[config.mk]
export PLATFORM = sky130hd
export DESIGN_NAME = spi_slave_param
export DESIGN_NICKNAME = d
export VERILOG_FILES = /design/src/rtl/spi_slave_param.sv
export SDC_FILE = /design/constraint.sdc
export NUM_CORES = 1
export LEC_CHECK = 0
export CORE_ASPECT_RATIO = 1.2
export CORE_MARGIN = 2
export CORE_UTILIZATION = 50
export CTS_CLUSTER_SIZE = 20
export DETAILED_ROUTE_END_ITERATION = 6
export PLACE_DENSITY_LB_ADDON = 0.1
export SYNTH_ARGS = -nofsm -noshare
export SYNTH_HDL_FRONTEND = slang
export SYNTH_SLANG_ARGS = --single-unit
export TNS_END_PERCENT = 5
[constraint.sdc]
create_clock -name SCLK -period 3 [get_ports SCLK]
set_input_delay 0.6 -clock SCLK [delete_from_list [all_inputs] [get_ports SCLK]]
set_output_delay 0.6 -clock SCLK [all_outputs]
set_load 0.03 [all_outputs]
[src/rtl/spi_slave_param.sv]
// SPI mode-0 slave clocked directly by SCLK.
// Supports a configurable word width and bit order, and back-to-back words inside one CS frame.
// The TX side has one holding register with a valid/ready handshake.
// The RX side is a show-ahead FIFO.
// Overrun, underrun and frame-error flags are sticky until clear_flags.
module spi_slave_param #(
    parameter int                    DATA_WIDTH = 8,
    parameter bit                    LSB_FIRST  = 1'b1,
    parameter int                    RX_DEPTH   = 4,
    parameter logic [DATA_WIDTH-1:0] DEFAULT_TX = {DATA_WIDTH{1'b1}}
) (
    input  logic                            SCLK,
    input  logic                            reset,
    input  logic                            CS,
    input  logic                            MOSI,
    output logic                            MISO,
    input  logic [DATA_WIDTH-1:0]           tx_data,
    input  logic                            tx_valid,
    output logic                            tx_ready,
    output logic [DATA_WIDTH-1:0]           rx_data,
    output logic                            rx_valid,
    input  logic                            rx_read,
    output logic [$clog2(RX_DEPTH+1)-1:0]   rx_count,
    output logic                            overrun,
    output logic                            underrun,
    output logic                            frame_error,
    input  logic                            clear_flags,
    output logic                            busy
);

    localparam int             CW   = $clog2(DATA_WIDTH);
    localparam int             PW   = $clog2(RX_DEPTH);
    localparam int             NW   = $clog2(RX_DEPTH+1);
    localparam logic [CW-1:0]  LAST = CW'(DATA_WIDTH-1);

    typedef struct packed {
        logic overrun;
        logic underrun;
        logic frame_error;
    } flags_t;

    logic [CW-1:0]                          cnt_q, cnt_d;
    logic [DATA_WIDTH-1:0]                  hold_q, hold_d;
    logic                                   hold_full_q, hold_full_d;
    logic [DATA_WIDTH-1:0]                  tx_cur_q, tx_cur_d;
    logic [DATA_WIDTH-1:0]                  rx_shift_q, rx_shift_d;
    logic [RX_DEPTH-1:0][DATA_WIDTH-1:0]    mem_q, mem_d;
    logic [PW-1:0]                          wr_ptr_q, wr_ptr_d;
    logic [PW-1:0]                          rd_ptr_q, rd_ptr_d;
    logic [NW-1:0]                          count_q, count_d;
    flags_t                                 flags_q, flags_d;

    logic [CW-1:0]          idx;
    logic [DATA_WIDTH-1:0]  word_start;
    logic [DATA_WIDTH-1:0]  rx_word;
    logic                   push, pop, full, do_push;

    // Bit position for the current count, and the word a new SPI word would load.
    always_comb begin
        idx        = LSB_FIRST ? cnt_q : LAST - cnt_q;
        word_start = hold_full_q ? hold_q : DEFAULT_TX;
    end

    // MISO is combinational and only moves after a rising edge (count/holding change), giving mode-0 hold time.
    always_comb begin
        MISO = 1'b0;
        if (!CS) MISO = (cnt_q == '0) ? word_start[idx] : tx_cur_q[idx];
    end

    // Next-state: shift/count, TX load and handshake, RX FIFO push/pop, sticky flags.
    always_comb begin
        cnt_d       = cnt_q;
        hold_d      = hold_q;
        hold_full_d = hold_full_q;
        tx_cur_d    = tx_cur_q;
        rx_shift_d  = rx_shift_q;
        mem_d       = mem_q;
        wr_ptr_d    = wr_ptr_q;
        rd_ptr_d    = rd_ptr_q;
        count_d     = count_q;
        flags_d     = flags_q;
        push        = 1'b0;

        rx_word      = rx_shift_q;
        rx_word[idx] = MOSI;

        // Clear first so that any set on the same edge wins.
        if (clear_flags) flags_d = '0;

        if (!CS) begin
            rx_shift_d = rx_word;
            if (cnt_q == '0) begin
                tx_cur_d = word_start;
                if (hold_full_q) hold_full_d = 1'b0;
                else             flags_d.underrun = 1'b1;
            end
            if (cnt_q == LAST) begin
                cnt_d = '0;
                push  = 1'b1;
            end else begin
                cnt_d = cnt_q + 1'b1;
            end
        end else begin
            // Partial word is abandoned.
            // The next word reloads tx_cur, so the consumed word is never re-sent.
            if (cnt_q != '0) flags_d.frame_error = 1'b1;
            cnt_d = '0;
        end

        // A write is accepted only when holding was empty at the start of the cycle.
        // A same-edge consume therefore takes DEFAULT_TX.
        if (tx_valid && !hold_full_q) begin
            hold_d      = tx_data;
            hold_full_d = 1'b1;
        end

        pop     = rx_read && (count_q != '0);
        full    = (count_q == NW'(RX_DEPTH));
        do_push = push && (!full || pop);
        if (push && full && !pop) flags_d.overrun = 1'b1;
        if (do_push) begin
            mem_d[wr_ptr_q] = rx_word;
            wr_ptr_d        = wr_ptr_q + 1'b1;
        end
        if (pop) rd_ptr_d = rd_ptr_q + 1'b1;
        count_d = count_q + NW'(do_push) - NW'(pop);
    end

    // State registers; reset drops any in-flight word without pushing it.
    always_ff @(posedge SCLK or negedge reset) begin
        if (!reset) begin
            cnt_q       <= '0;
            hold_q      <= '0;
            hold_full_q <= 1'b0;
            tx_cur_q    <= '0;
            rx_shift_q  <= '0;
            mem_q       <= '0;
            wr_ptr_q    <= '0;
            rd_ptr_q    <= '0;
            count_q     <= '0;
            flags_q     <= '0;
        end else begin
            cnt_q       <= cnt_d;
            hold_q      <= hold_d;
            hold_full_q <= hold_full_d;
            tx_cur_q    <= tx_cur_d;
            rx_shift_q  <= rx_shift_d;
            mem_q       <= mem_d;
            wr_ptr_q    <= wr_ptr_d;
            rd_ptr_q    <= rd_ptr_d;
            count_q     <= count_d;
            flags_q     <= flags_d;
        end
    end

    assign tx_ready    = !hold_full_q;
    assign rx_valid    = (count_q != '0);
    assign rx_data     = rx_valid ? mem_q[rd_ptr_q] : '0;
    assign rx_count    = count_q;
    assign overrun     = flags_q.overrun;
    assign underrun    = flags_q.underrun;
    assign frame_error = flags_q.frame_error;
    assign busy        = (cnt_q != '0);

endmodule
Yosys cells after proc, flatten, opt, wreduce, memory -nomap -nowiden
Cells that the tools add are included.

operators by class
  reduce and logical (&&, ||, !) cells = 18
  mux-type cells = 30
  divide/modulo/power cells = 0
  add/sub/neg operators = 5
  multiply operators = 0
  order comparisons = 5
  equality and inequality tests = 3
  shifts and indexed selects = 0
  bitwise operators = 1

operators with widths
  operator                                                                              number
  32-bit bitwise mux                                                                    1
  8-bit two-way mux                                                                     4
  8-bit binary-select mux with 2-bit select                                             1
  8-bit demux with 2-bit select                                                         1
  1-bit two-way mux                                                                     16
  3-bit two-way mux                                                                     3
  8-bit bitwise mux                                                                     1
  1-bit logical AND                                                                     7
  1-bit binary-select mux with 3-bit select                                             2
  3-bit equality test (second input constant)                                           2
  2-bit by 3-bit < comparator with 1-bit output (second input constant)                 2
  3-bit nonzero test                                                                    2
  2-bit by 1-bit adder with 2-bit output (second input constant)                        2
  3-bit by 4-bit < comparator with 1-bit output (second input constant)                 1
  2-bit AND reduction                                                                   2
  2-bit nonzero test                                                                    2
  3-bit by 1-bit adder with 3-bit output                                                1
  3-bit by 1-bit adder with 3-bit output (second input constant)                        1
  1-bit demux with 3-bit select                                                         1
  3-bit by 1-bit greater-or-equal comparator with 1-bit output (second input constant)  1
  1-bit zero test                                                                       3
  3-bit zero test                                                                       1
  3-bit by 1-bit subtractor with 3-bit output                                           1
  2-bit by 1-bit greater-or-equal comparator with 1-bit output (second input constant)  1
  3 further kinds                                                                       3

word-level totals
  output and inout port bits = 18
  input bits = 15
  RAM bits = 0
  word-level logic and storage cells = 77
  flip-flop bits (word level) = 70
  memories kept = 0
  bits in latches = 0
  memory bits (read-only) = 0

Depth between registers and ports, before layout
Gate-level depths: netlist of the first run.

  depth after elaboration = 6
  gate-level depth with buffers = 10
  depth with buffers taken out = 10

Worst setup path before layout of the first run
Ideal clock, no wire load.

  kind = register -> register
  start = register count_q[1] (netlist: rx_count[1])
  end = register count_q[2] (netlist: rx_count[2])
  arrival time = 2.534 ns
  setup time = 0.123 ns
  path buffers = 1
  clock period less this slack = 2.657 ns
  data required time = 2.877 ns
  stages on the path, launching flop included = 10
  setup slack = 0.343 ns
  cell sequence = dfrtp_1 -> or3_1 -> clkbuf_1 -> and2_1 -> ha_1 -> inv_1 -> ha_1 -> fa_1 -> xnor2_1 -> xnor2_1

on the way
  cells in the longest elaborated chain, start to end = 6
  elaborated cells between the ends (all ways) = 8
  classes of those cells = 2 x add/sub; 1 x eq/ne; 5 x reduce/logical

ends and longest elaborated chain
  item                                             RTL line  source
  start, declared                                  50        logic [NW-1:0] count_q, count_d;
  start signal, assigned                           151       count_q <= count_d;
  3-bit nonzero test (*)                           --
  net rx_valid                                     21        output logic rx_valid,
  1-bit logical AND (*)                            117       pop = rx_read && (count_q != '0);
  net pop                                          56        logic push, pop, full, do_push;
  1-bit logical OR                                 119       do_push = push && (!full || pop);
  1-bit logical AND                                119
  3-bit by 1-bit adder with 3-bit output           126       count_d = count_q + NW'(do_push) - NW'(pop);
  3-bit by 1-bit subtractor with 3-bit output (*)  126
  net count_d[2]                                   50

Mark *: on every way through the listed nets, which the timed path passes. The rest lies on a longest branch.
A chain may end at the register's enable or synchronous reset.

Final worst setup path of the first run
  start = register rd_ptr_q[0]
  end = output rx_data[3]

on the way
  cells in the longest elaborated chain, start to end = 3

ends and longest elaborated chain
  item                                       RTL line  source
  start, declared                            49        logic [PW-1:0] rd_ptr_q, rd_ptr_d;
  start signal, assigned                     150       rd_ptr_q <= rd_ptr_d;
  8-bit binary-select mux with 2-bit select  158       assign rx_data = rx_valid ? mem_q[rd_ptr_q] : '0;
  8-bit two-way mux (implied by the code)    158
  8-bit two-way mux                          158
  end, declared                              20        output logic [DATA_WIDTH-1:0] rx_data,

Every way passes these cells. The select of a mux whose other input is x is not followed.

==> results of run 1 <==
-- registers in the layout (all words and copies together) (netlist names), 2 cells and up --
signal,count
mem_q,32
rd_ptr_q,2
hold_q,8
rx_count,3
wr_ptr_q,2
tx_cur_q,8
rx_shift_q,8
cnt_q,3
-- through the flow --
stage | instances | setup slack [ns] | utilization | power (mW) | hold slack (ns)
after detailed placement | 411 | 0.257 | 0.580 | 2.22 | 0.465
after CTS | 427 | 0.157 | 0.616 | 3.10 | 0.346
after global placement | 411 | 0.291 | 0.580 | 2.19 | 0.458
final | 427 | 0.240 | 0.617 | 3.07 | 0.327
after global routing | 427 | 0.156 | 0.617 | 3.26 | 0.384
after floorplan | 302 | 0.343 | - | 1.93 | 0.304
-- worst max-delay path, stage by stage (launching register included) --
cell             delay (ns)
dfrtp_1                0.32
buf_4                  0.22
mux4_2                 0.53
and2_1                 0.17
clkdlybuf4s50_1        0.58
-- power breakdown --
part           total [mW]  switching (mW)  leakage [nW]  internal [mW]
Clock               0.875           0.339         0.120          0.536
Combinational       0.877           0.474         0.786          0.403
Sequential           1.31           0.152         0.902           1.16
Total                3.07           0.965          1.81           2.10
-- cells by family (layout without fill, tap and decap cells) --
group / after synthesis / count (layout)
simple gates: 76 / 76
mux: 34 / 34
flops: 70 / 70
fa+ha+maj: 10 / 10
xor+xnor: 5 / 5
buf+inv: 44 / 84
compound gates: 63 / 63
-- placed cells by master, fill, tap and decap left out, drive strengths merged, types with 6 or more instances in the layout --
cell type      Yosys  routed
a21oi              6       6
and2               9       9
buf                9      10
clkbuf             7      13
clkdlybuf4s50      0      30
dfrtp             70      70
ha                 9       9
inv               27      27
mux2              12      12
mux2i             14      14
mux4               8       8
nand2             37      37
nor2               8       8
o21ai             51      51
-- cell type report --
class                   instances  area, um2
inverters                      28        105
fillers                       556       2470
well taps                      85        106
multi-input cells             188       1390
clock inverters                 3       65.1
clock buffers                  13        169
repair buffers                 40        385
flip-flops and latches         70       1750
-- worst max path at each step --
stage / endpoint / slack (ns) / start / depth (start not counted)
floorplan: rx_count[2] / 0.34 / rx_count[1] / 9
global placement: rx_count[2] / 0.29 / rx_read / 9
detailed placement: rx_count[2] / 0.26 / rx_read / 9
CTS: MISO / 0.16 / cnt_q[1] / 6
global route: rx_data[3] / 0.16 / rd_ptr_q[0] / 4
finish: rx_data[3] / 0.24 / rd_ptr_q[0] / 4
-- timing repair --
action                                  CTS  global route
endpoints found under the hold margin     0             0
resized for setup                         0             1
hold buffers                              0             0
endpoints found under the setup margin    0             1
-- layer usage --
metal	routed length (um)	vias to the layer above	track usage
met1	2740	1034	0.240
met2	2930	37	0.301
met3	209	8	0.0356
met5	0	-	0
met4	130	0	0.0965
li1	-	1082	-
==> flow_metrics.py, run 1 <==
metrics = {
    "clock_tree": {
        "path_clk_slew_ns": 0.07,
        "worst_skew_pair.late_latency_ns": 0.34,
        "clock_path_buffers": 2,
        "cts_htree_levels": 3,
        "cts_buffers": 9,
        "tritoncts": "done",
        "cts.sinks": 70,
        "root_buffer": "clkbuf_8",
        "postCtsSetupRepairBufs": 0,
    },
    "grt": {
        "grt_max_degree": 39,
        "grt_overflow": 0,
        "first_global_vias": 2136,
        "antenna_found_initial": 0,
        "track_usage": 0.186,
        "grt_pass1_wl_mm": 10.4,
    },
    "sta": {
        "tns_ns": 0,
        "final_max_slew_viol_count": 0,
        "fin_skew_ns": 0.00945,
        "worst_slew_pin_slew_ns": 0.760,
        "rsz0062_at_grt": "false",
        "setup-violations-final": 0,
        "period_needed_ns": 2.76,
        "fin_crit_sh": 0.920,
        "slew_headroom": 0.494,
        "hold_viol": 0,
        "max_freq_mhz": 362,
    },
    "placement": {
        "portBuffers": 32,
        "gp_congestion": 0.851,
        "place_area_mm2": 0.00374,
        "dpl.hpwl_mm": 4.14,
    },
    "floorplan": {
        "rows": 32,
        "io_pins": 33,
        "die_w_um": 78.8,
        "die_h_um": 93.7,
        "dieArea_mm2": 0.00738,
        "initial_core_util": 0.520,
        "core_mm2": 0.00645,
    },
    "worst_setup_path": {
        "timing.rr.start": "rx_count[1]",
        "rr_worst_depth": 8,
        "rr_endpoint": "rx_count[2]",
        "cp-start-kind": "flop",
        "cp_max_fo": 10,
        "cp_data_required_time_ns": 2.40,
        "rrSetupSlack_ns": 0.52,
        "crit_type": "reg2out",
        "end_kind": "output port",
        "crit_arrival_ns": 2.16,
    },
    "logic_synthesis": {
        "synth_top_family_by_area": "multiplexers",
        "synth_area_mm2": 0.00335,
        "synth_top_cell_area_share": 0.522,
        "synth_compound_area_frac": 0.100,
        "yosysSeqAreaShare": 0.522,
        "yosysMostFrequentCell": "dfrtp_1",
        "synth_area_leaders": "dfrtp_1 52%, o21ai_0 7.2%, mux4_2 5.4%",
        "yosys.area_share.simple": 0.126,
        "yosysWarnings": 0,
        "synth.net_count": 327,
        "ys_types": 40,
        "synth_edf_count": 0,
        "async_flop_share": 1.00,
        "synthFlopType": "dfrtp_1",
        "synth-adder-area-share": 0.0396,
        "synth_area_per_cell_um2": 11.1,
        "synth_area_leader_cell": "dfrtp_1",
        "synth_common_cells": "70 x dfrtp_1, 48 x o21ai_0, 36 x nand2_1, 27 x inv_1, 14 x mux2i_1",
        "netlist_instances": 302,
        "synthMuxAreaShare": 0.136,
        "ys_seq_elements": 70,
        "synth_xor_area_frac": 0.0131,
    },
    "route": {
        "dr.pass1.iters": 4,
        "route.detailed.drc": 0,
        "wl_mm": 6.01,
        "first_iter_violations": 95,
        "final_antenna_net_count": 0,
        "wl_per_cell_um": 14.1,
        "routed_via_density": 5.06,
        "num_vias": 2161,
    },
    "power_and_ir_drop": {
        "ir_drop_uv": 517,
        "power_density_mw_per_mm2": 771,
        "p_leak_nw": 1.81,
    },
    "layout": {
        "n_antenna_cell": 0,
        "area_growth_pct": 18.5,
        "final_nets": 362,
        "drive_above_1_share": 0.158,
        "stdcell_area_mm2": 0.00398,
    },
    "min_path": {
        "min_path_type": "in2async",
    },
    "job": {
        "cap_violations": 0,
    },
    "run_status": {
        "status": "complete, no violations",
    },
}
No activity file was read; power rests on OpenSTA's default activity.
==> run 2, diff against run 1 <==
--- a/config.mk
+++ b/config.mk
@@ -10,7 +10,8 @@
 export CORE_UTILIZATION = 50
 export CTS_CLUSTER_SIZE = 20
 export DETAILED_ROUTE_END_ITERATION = 6
-export PLACE_DENSITY_LB_ADDON = 0.1
+export GPL_TIMING_DRIVEN = 1
+export PLACE_DENSITY = 0.75
 export SYNTH_ARGS = -nofsm -noshare
 export SYNTH_HDL_FRONTEND = slang
 export SYNTH_SLANG_ARGS = --single-unit
==> run 2 against run 1 <==
Effect of this change: sequential share of layout area shrank 0.083 points; die area is the same; power grew 1.9%; via count grew 3.8%; fmax shrank 0.15%; utilization grew 0.12 points; sequential power is essentially flat; register-to-register slack lost 0.02 ns; design area grew 0.19%; cell count grew 0.23%; critical path depth is the same; worst hold slack lost 0.12 ns; largest power group unchanged.
==> flow_metrics.py, run 2 (synthesis results as in run 1) <==
metrics = {
    "job": {
        "cap_violations": 0,
    },
    "layout": {
        "layout_commonest_cell": "dfrtp_1",
        "regMostFlops": "mem_q",
        "drive_above_1_share": 0.163,
        "final_cell_mix": "70 x dfrtp_1, 48 x o21ai_0, 36 x nand2_1, 30 x clkdlybuf4s50_1, 27 x inv_1",
        "n_antenna_cell": 0,
        "largest_reg_flops": 32,
        "area_growth_pct": 18.8,
        "fin_util": 0.618,
        "final_nets": 363,
    },
    "route": {
        "wl_mm": 6.26,
        "wl_per_cell_um": 14.6,
        "num_vias": 2244,
        "first_iter_violations": 102,
        "routed_via_density": 5.24,
        "final_antenna_net_count": 0,
        "dr.pass1.iters": 5,
        "route.detailed.drc": 0,
    },
    "min_path": {
        "min_path_type": "in2async",
    },
    "worst_setup_path": {
        "path_depth": 4,
        "crit_arrival_ns": 2.16,
        "path_buf_inv": 2,
        "crit_family": "buffers and inverters",
        "rr_worst_depth": 8,
        "max_stage_delay_ns": 0.58,
        "cp_max_fo": 10,
        "crit_type": "reg2out",
        "cp_data_required_time_ns": 2.40,
        "end_kind": "output port",
        "slowest_stage": "clkdlybuf4s50_1",
        "cp-start-kind": "flop",
        "crit_chain": "buf_4, mux4_2, and2_1, clkdlybuf4s50_1",
    },
    "grt": {
        "met1_usage": 0.234,
        "grt_max_degree": 29,
        "first_global_vias": 2253,
        "grt_pass1_wl_mm": 10.9,
        "track_usage": 0.194,
        "antenna_found_initial": 0,
        "gr-max-usage-layer": "met2",
        "use_met3": 0.0567,
        "grtUsageMet2": 0.334,
        "grt_overflow": 0,
    },
    "sta": {
        "hold_viol": 0,
        "period_needed_ns": 2.76,
        "rsz0062_at_grt": "false",
        "tns_ns": 0,
        "max_freq_mhz": 362,
        "worst_slew_pin_slew_ns": 0.489,
        "slew_headroom": 0.674,
        "setup-violations-final": 0,
        "fin_crit_sh": 0.921,
        "fin_skew_ns": 0.0106,
        "final_max_slew_viol_count": 0,
    },
    "placement": {
        "gp_congestion": 0.780,
        "dpl.hpwl_mm": 4.31,
        "portBuffers": 32,
    },
    "floorplan": {
        "initial_core_util": 0.520,
        "io_pins": 33,
        "rows": 32,
        "die_h_um": 93.7,
        "die_w_um": 78.8,
        "dieArea_mm2": 0.00738,
        "core_mm2": 0.00645,
    },
    "clock_tree": {
        "postCtsSetupRepairBufs": 0,
        "clock_path_buffers": 2,
        "holdBufCountCts": 0,
        "cts_buffers": 9,
        "worst_skew_pair.late_latency_ns": 0.34,
        "path_clk_slew_ns": 0.08,
        "cts.sinks": 70,
        "tritoncts": "done",
        "root_buffer": "clkbuf_8",
        "post_cts_resized": 0,
        "cts_htree_levels": 3,
    },
    "power_and_ir_drop": {
        "finalPower_mw": 3.12,
        "ir_drop_uv": 436,
        "power_density_mw_per_mm2": 784,
        "p_leak_nw": 1.80,
    },
    "run_status": {
        "status": "complete, no violations",
    },
}
[run 2: cell count changes in the layout (fill, tap and decap cells not counted), sizes merged]
cell,delta
clkinvlp,+2
buf,+1
clkbuf,-4
bufinv,+1
clkinv,+1
[run 2: layout make-up]
cell class              count  area (um2)
repair buffers             41         380
well taps                  85         106
flip-flops and latches     70        1750
multi-input cells         188        1390
fillers                   524        2460
clock inverters             7         123
clock buffers               9         124
inverters                  28         105
[run 2: power by group]
group	internal (mW)	switching, mW	leakage (nW)
logic	0.405	0.482	0.786
clock network	0.554	0.365	0.116
registers	1.16	0.156	0.902
[run 2: path summary, 6_finish.rpt]
path / slack (ns) / endpoint / startpoint
hold / removal: 0.21 / rd_ptr_q[0] / reset
setup / recovery: 0.24 / rx_data[3] / rd_ptr_q[0]
hold reg to reg: 0.48 / mem_q[18] / mem_q[18]
setup reg to reg: 0.50 / rx_count[2] / rx_count[1]
min in group SCLK: 0.48 / mem_q[18] / mem_q[18]
max in group asynchronous: 2.05 / rx_shift_q[4] / reset
[run 2: routing by layer]
metal,part of all wire,vias up
li1,-,1091
met1,0.43,1099
met2,0.53,49
met3,0.038,5
met4,0.0078,0
met5,0,-
[run 2: through the flow]
stage | setup WS (ns) | hold WS (ns) | std cells | cell area (um2)
6_report | 0.236 | 0.206 | 428 | 3980
5_1_grt | 0.129 | 0.227 | 428 | 3980
4_1_cts | 0.155 | 0.205 | 428 | 3980
3_5_place_dp | 0.242 | 0.465 | 412 | 3730
3_3_place_gp | 0.295 | 0.458 | 412 | 3730
2_1_floorplan | 0.343 | 0.304 | 302 | 3350
[run 2: worst register-to-register path, cell delays in order, from the launching register on]
cell,delay [ns]
dfrtp_1,0.41
or3_1,0.54
and2_1,0.27
ha_1,0.28
inv_1,0.04
ha_1,0.19
fa_1,0.38
xnor2_1,0.18
xnor2_1,0.13
